File: src/rtl/vm_pkg.sv
// Shared types and constants for the vending transaction sequencer.
// Coin and item encodings, FSM state type and the menu price list.
package vm_pkg;

  typedef enum logic [1:0] {
    ST_IDLE,
    ST_COLLECT,
    ST_DISPENSE,
    ST_PAYOUT
  } vm_state_e;

  localparam logic [1:0] COIN_NONE = 2'd0;
  localparam logic [1:0] COIN_10   = 2'd1;
  localparam logic [1:0] COIN_20   = 2'd2;
  localparam logic [1:0] COIN_30   = 2'd3;

  localparam logic [2:0] ITEM_NONE      = 3'd0;
  localparam logic [2:0] ITEM_COFFEE    = 3'd1;
  localparam logic [2:0] ITEM_SNACKS    = 3'd2;
  localparam logic [2:0] ITEM_WATER     = 3'd3;
  localparam logic [2:0] ITEM_COOLDRINK = 3'd4;
  localparam logic [2:0] MAX_ITEM       = ITEM_COOLDRINK;

  // prices in 10 Rs units
  localparam int PRICE_COFFEE    = 2;
  localparam int PRICE_SNACKS    = 3;
  localparam int PRICE_WATER     = 1;
  localparam int PRICE_COOLDRINK = 2;

endpackage

File: src/rtl/vm_price_rom.sv
// Menu price lookup: item code to price in 10 Rs units.
// Codes outside 1..MAX_ITEM report valid=0 and price 0.
module vm_price_rom
  import vm_pkg::*;
#(
  parameter int CREDIT_W = 4
) (
  input  logic [2:0]          item,
  output logic [CREDIT_W-1:0] price,
  output logic                valid
);

  // decode item code into price and menu validity
  always_comb begin
    price = '0;
    valid = (item != ITEM_NONE) && (item <= MAX_ITEM);
    unique case (item)
      ITEM_COFFEE:    price = CREDIT_W'(PRICE_COFFEE);
      ITEM_SNACKS:    price = CREDIT_W'(PRICE_SNACKS);
      ITEM_WATER:     price = CREDIT_W'(PRICE_WATER);
      ITEM_COOLDRINK: price = CREDIT_W'(PRICE_COOLDRINK);
      default:        price = '0;
    endcase
  end

endmodule

File: src/rtl/vm_vend_sequencer.sv
// Vending transaction sequencer: credit collection, item dispense
// handshake and coin-by-coin change payout with timeout/cancel refund.
module vm_vend_sequencer
  import vm_pkg::*;
#(
  parameter int CREDIT_W    = 4,
  parameter int MAX_CREDIT  = 6,
  parameter int TIMEOUT_CYC = 16
) (
  input  logic                clk,
  input  logic                reset,
  input  logic [1:0]          coin,
  input  logic [2:0]          choice,
  input  logic                cancel,
  output logic                disp_req,
  output logic [2:0]          disp_item,
  input  logic                disp_ack,
  output logic                chg_req,
  output logic [1:0]          chg_coin,
  input  logic                chg_ack,
  output logic [CREDIT_W-1:0] credit,
  output logic                busy,
  output logic                coin_rej,
  output logic                err
);

  localparam int TMR_W = $clog2(TIMEOUT_CYC + 1);
  localparam int SUM_W = CREDIT_W + 1;

  vm_state_e           state_q, state_d;
  logic [CREDIT_W-1:0] credit_q, credit_d;
  logic [CREDIT_W-1:0] price_q, price_d;
  logic [TMR_W-1:0]    timer_q, timer_d;
  logic                disp_req_q, disp_req_d;
  logic [2:0]          disp_item_q, disp_item_d;
  logic                chg_req_q, chg_req_d;
  logic [1:0]          chg_coin_q, chg_coin_d;
  logic                busy_q, busy_d;
  logic                coin_rej_q, coin_rej_d;
  logic                err_q, err_d;

  logic [CREDIT_W-1:0] rom_price;
  logic                rom_valid;
  logic [SUM_W-1:0]    coin_sum;
  logic                coin_in;
  logic                coin_ok;
  logic                refund;

  vm_price_rom #(
    .CREDIT_W(CREDIT_W)
  ) u_rom (
    .item (choice),
    .price(rom_price),
    .valid(rom_valid)
  );

  // largest coin that does not overpay the remaining credit
  function automatic logic [1:0] pay_coin(
    input logic [CREDIT_W-1:0] c
  );
    if (c >= CREDIT_W'(3)) return COIN_30;
    else if (c == CREDIT_W'(2)) return COIN_20;
    else return COIN_10;
  endfunction

  assign coin_in  = (coin != COIN_NONE);
  assign coin_sum = {1'b0, credit_q} + SUM_W'(coin);
  assign coin_ok  = coin_in &&
                    (coin_sum <= SUM_W'(MAX_CREDIT));

  // next-state, credit and registered-output computation
  always_comb begin
    state_d     = state_q;
    credit_d    = credit_q;
    price_d     = price_q;
    timer_d     = timer_q;
    disp_req_d  = 1'b0;
    disp_item_d = disp_item_q;
    chg_req_d   = 1'b0;
    chg_coin_d  = chg_coin_q;
    coin_rej_d  = 1'b0;
    err_d       = 1'b0;
    refund      = 1'b0;

    unique case (state_q)
      ST_IDLE: begin
        if (coin_ok) credit_d = coin_sum[CREDIT_W-1:0];
        else if (coin_in) coin_rej_d = 1'b1;
        if (choice != ITEM_NONE) begin
          if (rom_valid) begin
            price_d     = rom_price;
            disp_item_d = choice;
            if ({1'b0, credit_d} >= {1'b0, rom_price}) begin
              state_d    = ST_DISPENSE;
              disp_req_d = 1'b1;
            end else begin
              state_d = ST_COLLECT;
              timer_d = TMR_W'(TIMEOUT_CYC);
            end
          end else begin
            err_d = 1'b1;
          end
        end
      end

      ST_COLLECT: begin
        if (cancel) begin
          coin_rej_d = coin_in;
          refund     = 1'b1;
        end else begin
          if (coin_ok) begin
            credit_d = coin_sum[CREDIT_W-1:0];
            timer_d  = TMR_W'(TIMEOUT_CYC);
          end else if (coin_in) begin
            coin_rej_d = 1'b1;
          end
          if ({1'b0, credit_d} >= {1'b0, price_q}) begin
            state_d    = ST_DISPENSE;
            disp_req_d = 1'b1;
          end else if (!coin_ok) begin
            if (timer_q <= TMR_W'(1)) refund = 1'b1;
            else timer_d = timer_q - TMR_W'(1);
          end
        end
        if (refund) begin
          if (credit_q == '0) begin
            state_d = ST_IDLE;
          end else begin
            state_d    = ST_PAYOUT;
            chg_req_d  = 1'b1;
            chg_coin_d = pay_coin(credit_q);
          end
        end
      end

      ST_DISPENSE: begin
        coin_rej_d = coin_in;
        if (disp_ack) begin
          credit_d = credit_q - price_q;
          if (credit_d == '0) begin
            state_d = ST_IDLE;
          end else begin
            state_d    = ST_PAYOUT;
            chg_req_d  = 1'b1;
            chg_coin_d = pay_coin(credit_d);
          end
        end else begin
          disp_req_d = 1'b1;
        end
      end

      ST_PAYOUT: begin
        coin_rej_d = coin_in;
        if (chg_req_q) begin
          if (chg_ack) begin
            credit_d   = credit_q - CREDIT_W'(chg_coin_q);
            chg_coin_d = COIN_NONE;
            if (credit_d == '0) state_d = ST_IDLE;
          end else begin
            chg_req_d = 1'b1;
          end
        end else begin
          chg_req_d  = 1'b1;
          chg_coin_d = pay_coin(credit_q);
        end
      end

      default: state_d = ST_IDLE;
    endcase

    busy_d = (state_d != ST_IDLE);
  end

  // state, credit and output registers
  always_ff @(posedge clk or negedge reset) begin
    if (!reset) begin
      state_q     <= ST_IDLE;
      credit_q    <= '0;
      price_q     <= '0;
      timer_q     <= '0;
      disp_req_q  <= 1'b0;
      disp_item_q <= '0;
      chg_req_q   <= 1'b0;
      chg_coin_q  <= '0;
      busy_q      <= 1'b0;
      coin_rej_q  <= 1'b0;
      err_q       <= 1'b0;
    end else begin
      state_q     <= state_d;
      credit_q    <= credit_d;
      price_q     <= price_d;
      timer_q     <= timer_d;
      disp_req_q  <= disp_req_d;
      disp_item_q <= disp_item_d;
      chg_req_q   <= chg_req_d;
      chg_coin_q  <= chg_coin_d;
      busy_q      <= busy_d;
      coin_rej_q  <= coin_rej_d;
      err_q       <= err_d;
    end
  end

  assign disp_req  = disp_req_q;
  assign disp_item = disp_item_q;
  assign chg_req   = chg_req_q;
  assign chg_coin  = chg_coin_q;
  assign credit    = credit_q;
  assign busy      = busy_q;
  assign coin_rej  = coin_rej_q;
  assign err       = err_q;

endmodule
File: config.mk
export PLATFORM = sky130hd
export DESIGN_NAME = vm_vend_sequencer
export DESIGN_NICKNAME = d
export VERILOG_FILES = /design/src/rtl/vm_pkg.sv /design/src/rtl/vm_price_rom.sv /design/src/rtl/vm_vend_sequencer.sv
export SDC_FILE = /design/constraint.sdc
export NUM_CORES = 1
export LEC_CHECK = 0
export BUFFER_PORTS_ARGS = -buffer_cell sky130_fd_sc_hd__clkbuf_2
export CORE_MARGIN = 1.5
export CORE_UTILIZATION = 30
export CTS_BUF_LIST = sky130_fd_sc_hd__clkbuf_4 sky130_fd_sc_hd__clkbuf_8
export CTS_CLUSTER_SIZE = 16
export DETAILED_ROUTE_END_ITERATION = 16
export SLEW_MARGIN = 20
export SYNTH_ARGS = -nofsm -noshare
export SYNTH_HDL_FRONTEND = slang
export SYNTH_HIERARCHICAL = 1
export SYNTH_SLANG_ARGS = --single-unit
File: constraint.sdc
create_clock -name clk -period 4.16 [get_ports clk]
set_input_delay 0.416 -clock clk [delete_from_list [all_inputs] [get_ports clk]]
set_output_delay 0.416 -clock clk [all_outputs]
set_load 0.05 [all_outputs]
==> metrics.txt <==
asr flop ratio synth 1.000; Yosys top cell by area dfrtp_1; violated checks design-rule violations; Crit path required time 4.36 ns; drt pass-1 iters 10; crit path DAT 4.11 ns; Yosys top cell area share 0.3094; largest family of logic cells by synthesized area compound AO/OA/AOI/OAI gates; largest net degree at the start of global routing 26; total detailed-routing wirelength 4827 µm; DRC violations left 3; CTS sink count 25; MaxCap Viol Count 0; Final setup viols 0; crit end category register; placer congestion estimate 0.9148; Yosys reg bits 25; Final nets 279; XOR/XNOR Fraction of Synth Area 0.03465; Post-CTS Hold Fix Bufs 0; Crit Path Class register to register; Starting Density 0.3148; CP Launch Type register; Avg Inst Size Synth 9.027 µm²; Simple-Gate Fraction of Synth Area 0.1578; Synth area leaders dfrtp_1, ha_1, nand2_1; Worst Max-Slew Pin Slew 0.7010 ns; DRT iter0 DRCs 85; Yosys cell types 61; number of synthesized flops with an enable pin 0; Hold Fails Final Rpt 0; Rel. slew slack 0.5313; vias post-DR 1,711; synth cell count leaders dfrtp_1, nand2_1, inv_1, ha_1, o21ai_0; Die Wd 85.10 µm; Detail Route Antenna Nets 0; sequential fraction of the synthesis area 0.3094; adder-cell area share of the yosys netlist 0.1349; Die Area 7241 µm²; vias in the first global route 1,717; Worst Path Max Fanout 5; HPWL Detailed 3819 µm; fin. max-slew vios 0; htree depth 1; initial antenna violation count 0; DR vias/cell 5.265; CTS tree done; Port-buffer cells 23; clock slew at reported path FFs 0.09 ns; complex-gate fraction of the synthesized area 0.2395; number of gates resized after cts 0; Synthesis Warnings 6; Worst Skew 0.002882 ns; RSZ-0062 raised after global routing false; hold crit path type primary input to async pin; mux cell area share after synthesis 0.05941; share of cells above drive strength 1 0.1935; Area Overhead vs Synth 12.19%; min cycle time layout 3.902 ns; Core ar. 6422 µm²; Util after Layout 0.3532; Hold WS 0.1545 ns; fmax 0.2563 GHz; final worst path period share 0.9380; CTS Buf Count 3; Total Routing Usage GR 0.1433; # diodes 0; first-pass GRT wire length 8211 µm; std cell rows 29; Clock Path Buffers 2; die height 85.10 µm; Worst-Skew Late Latency 0.27 ns; total gr overflow 0; CTS Root Cell clkbuf_8; ys flop type dfrtp_1; Gate Count Post-Synth 224; Cell Area, Synth 2022 µm²; status complete, but fails checks; Setup Buffers After CTS 0; WL per Instance 14.85 µm; Setup TNS Final 0 ns; I/O Pins 24
==> flip-flops by register name, summed over array words and instances (netlist names) <==
register and flops:
disp_item 3, err 1, credit 4, state_q 2
chg_req 1, timer_q 5, price_q 4, chg_coin 2
busy 1, coin_rej 1, disp_req 1
==> placed cells by master, fill, tap and decap left out, types with 4 or more instances in the layout <==
cell type | synthesis | layout
nand2_1 | 25 | 25
dfrtp_1 | 25 | 25
clkbuf_2 | 0 | 23
inv_1 | 21 | 21
ha_1 | 17 | 17
o21ai_0 | 14 | 14
nor2_1 | 11 | 11
a21oi_1 | 10 | 10
mux2_2 | 7 | 7
nor3_1 | 6 | 6
xnor2_1 | 5 | 5
a31oi_1 | 4 | 4
o21ai_1 | 4 | 4
nor2b_1 | 4 | 4
o31ai_1 | 4 | 4
buf_4 | 2 | 4
==> worst max-delay path, stage by stage (launching register included) <==
cell and delay [ns]:
dfrtp_1 0.39, ha_1 0.21, fa_1 0.56, a21boi_1 0.08
a31oi_1 0.25, o2bb2ai_1 0.13, o21ai_1 0.25, mux2i_1 0.33
ha_1 0.27, nand2b_1 0.14, a211o_1 0.34, a211oi_4 0.32
o211ai_2 0.13, or3_1 0.34, a21oi_2 0.11
==> logic make-up (layout without fill, tap and decap cells) <==
kind of cell / Yosys count / after routing
buffers and inverters: 29 / 52
other: 1 / 2
adder cells (fa/ha/maj): 20 / 20
AO/OA/AOI/OAI: 66 / 66
AND/OR/NAND/NOR: 64 / 64
multiplexers: 11 / 11
XOR/XNOR: 8 / 8
flip-flops: 25 / 25
==> stage by stage <==
| step | instances | area [µm²] | setup slack, ns |
|---|---|---|---|
| global placement | 321 | 2220 | 0.1963 |
| global route | 325 | 2268 | 0.04356 |
| detailed placement | 321 | 2220 | 0.1155 |
| floorplan | 225 | 2026 | 0.2417 |
| finish | 325 | 2268 | 0.2578 |
| CTS | 325 | 2268 | 0.2477 |
==> area by class of cell <==
cell class | instances | area (µm²)
clock buffer | 4 | 48.80
fill | 658 | 4154
inverter | 21 | 78.83
multi-input combinational | 171 | 1274
tap | 77 | 96.34
timing repair buffer | 27 | 145.1
sequential | 25 | 625.6
==> path summary, 6_finish.rpt <==
| path | startpoint | end | slack, ns | cells after the start |
|---|---|---|---|---|
| min in group clk | choice[0] | disp_item[0] | 0.44 | 2 |
| min | reset | credit[3] | 0.15 | 1 |
| max | credit[0] | timer_q[2] | 0.26 | 14 |
| max in group asynchronous | reset | timer_q[0] | 3.58 | 1 |
| max reg2reg | credit[0] | timer_q[2] | 0.26 | 14 |
| min reg2reg | price_q[2] | price_q[2] | 0.49 | 2 |
==> routing by layer <==
| layer | vias up | track usage | share of wire |
|---|---|---|---|
| met5 | - | 0 | 0 |
| met4 | 0 | 0.04173 | 0.016 |
| met3 | 8 | 0.03307 | 0.036 |
| met2 | 36 | 0.2381 | 0.47 |
| met1 | 816 | 0.1861 | 0.48 |
| li1 | 851 | - | - |
Power is left out: the tool's default activity adds up to more than one toggle a clock period on the data nets, which glitch-free logic cannot reach.
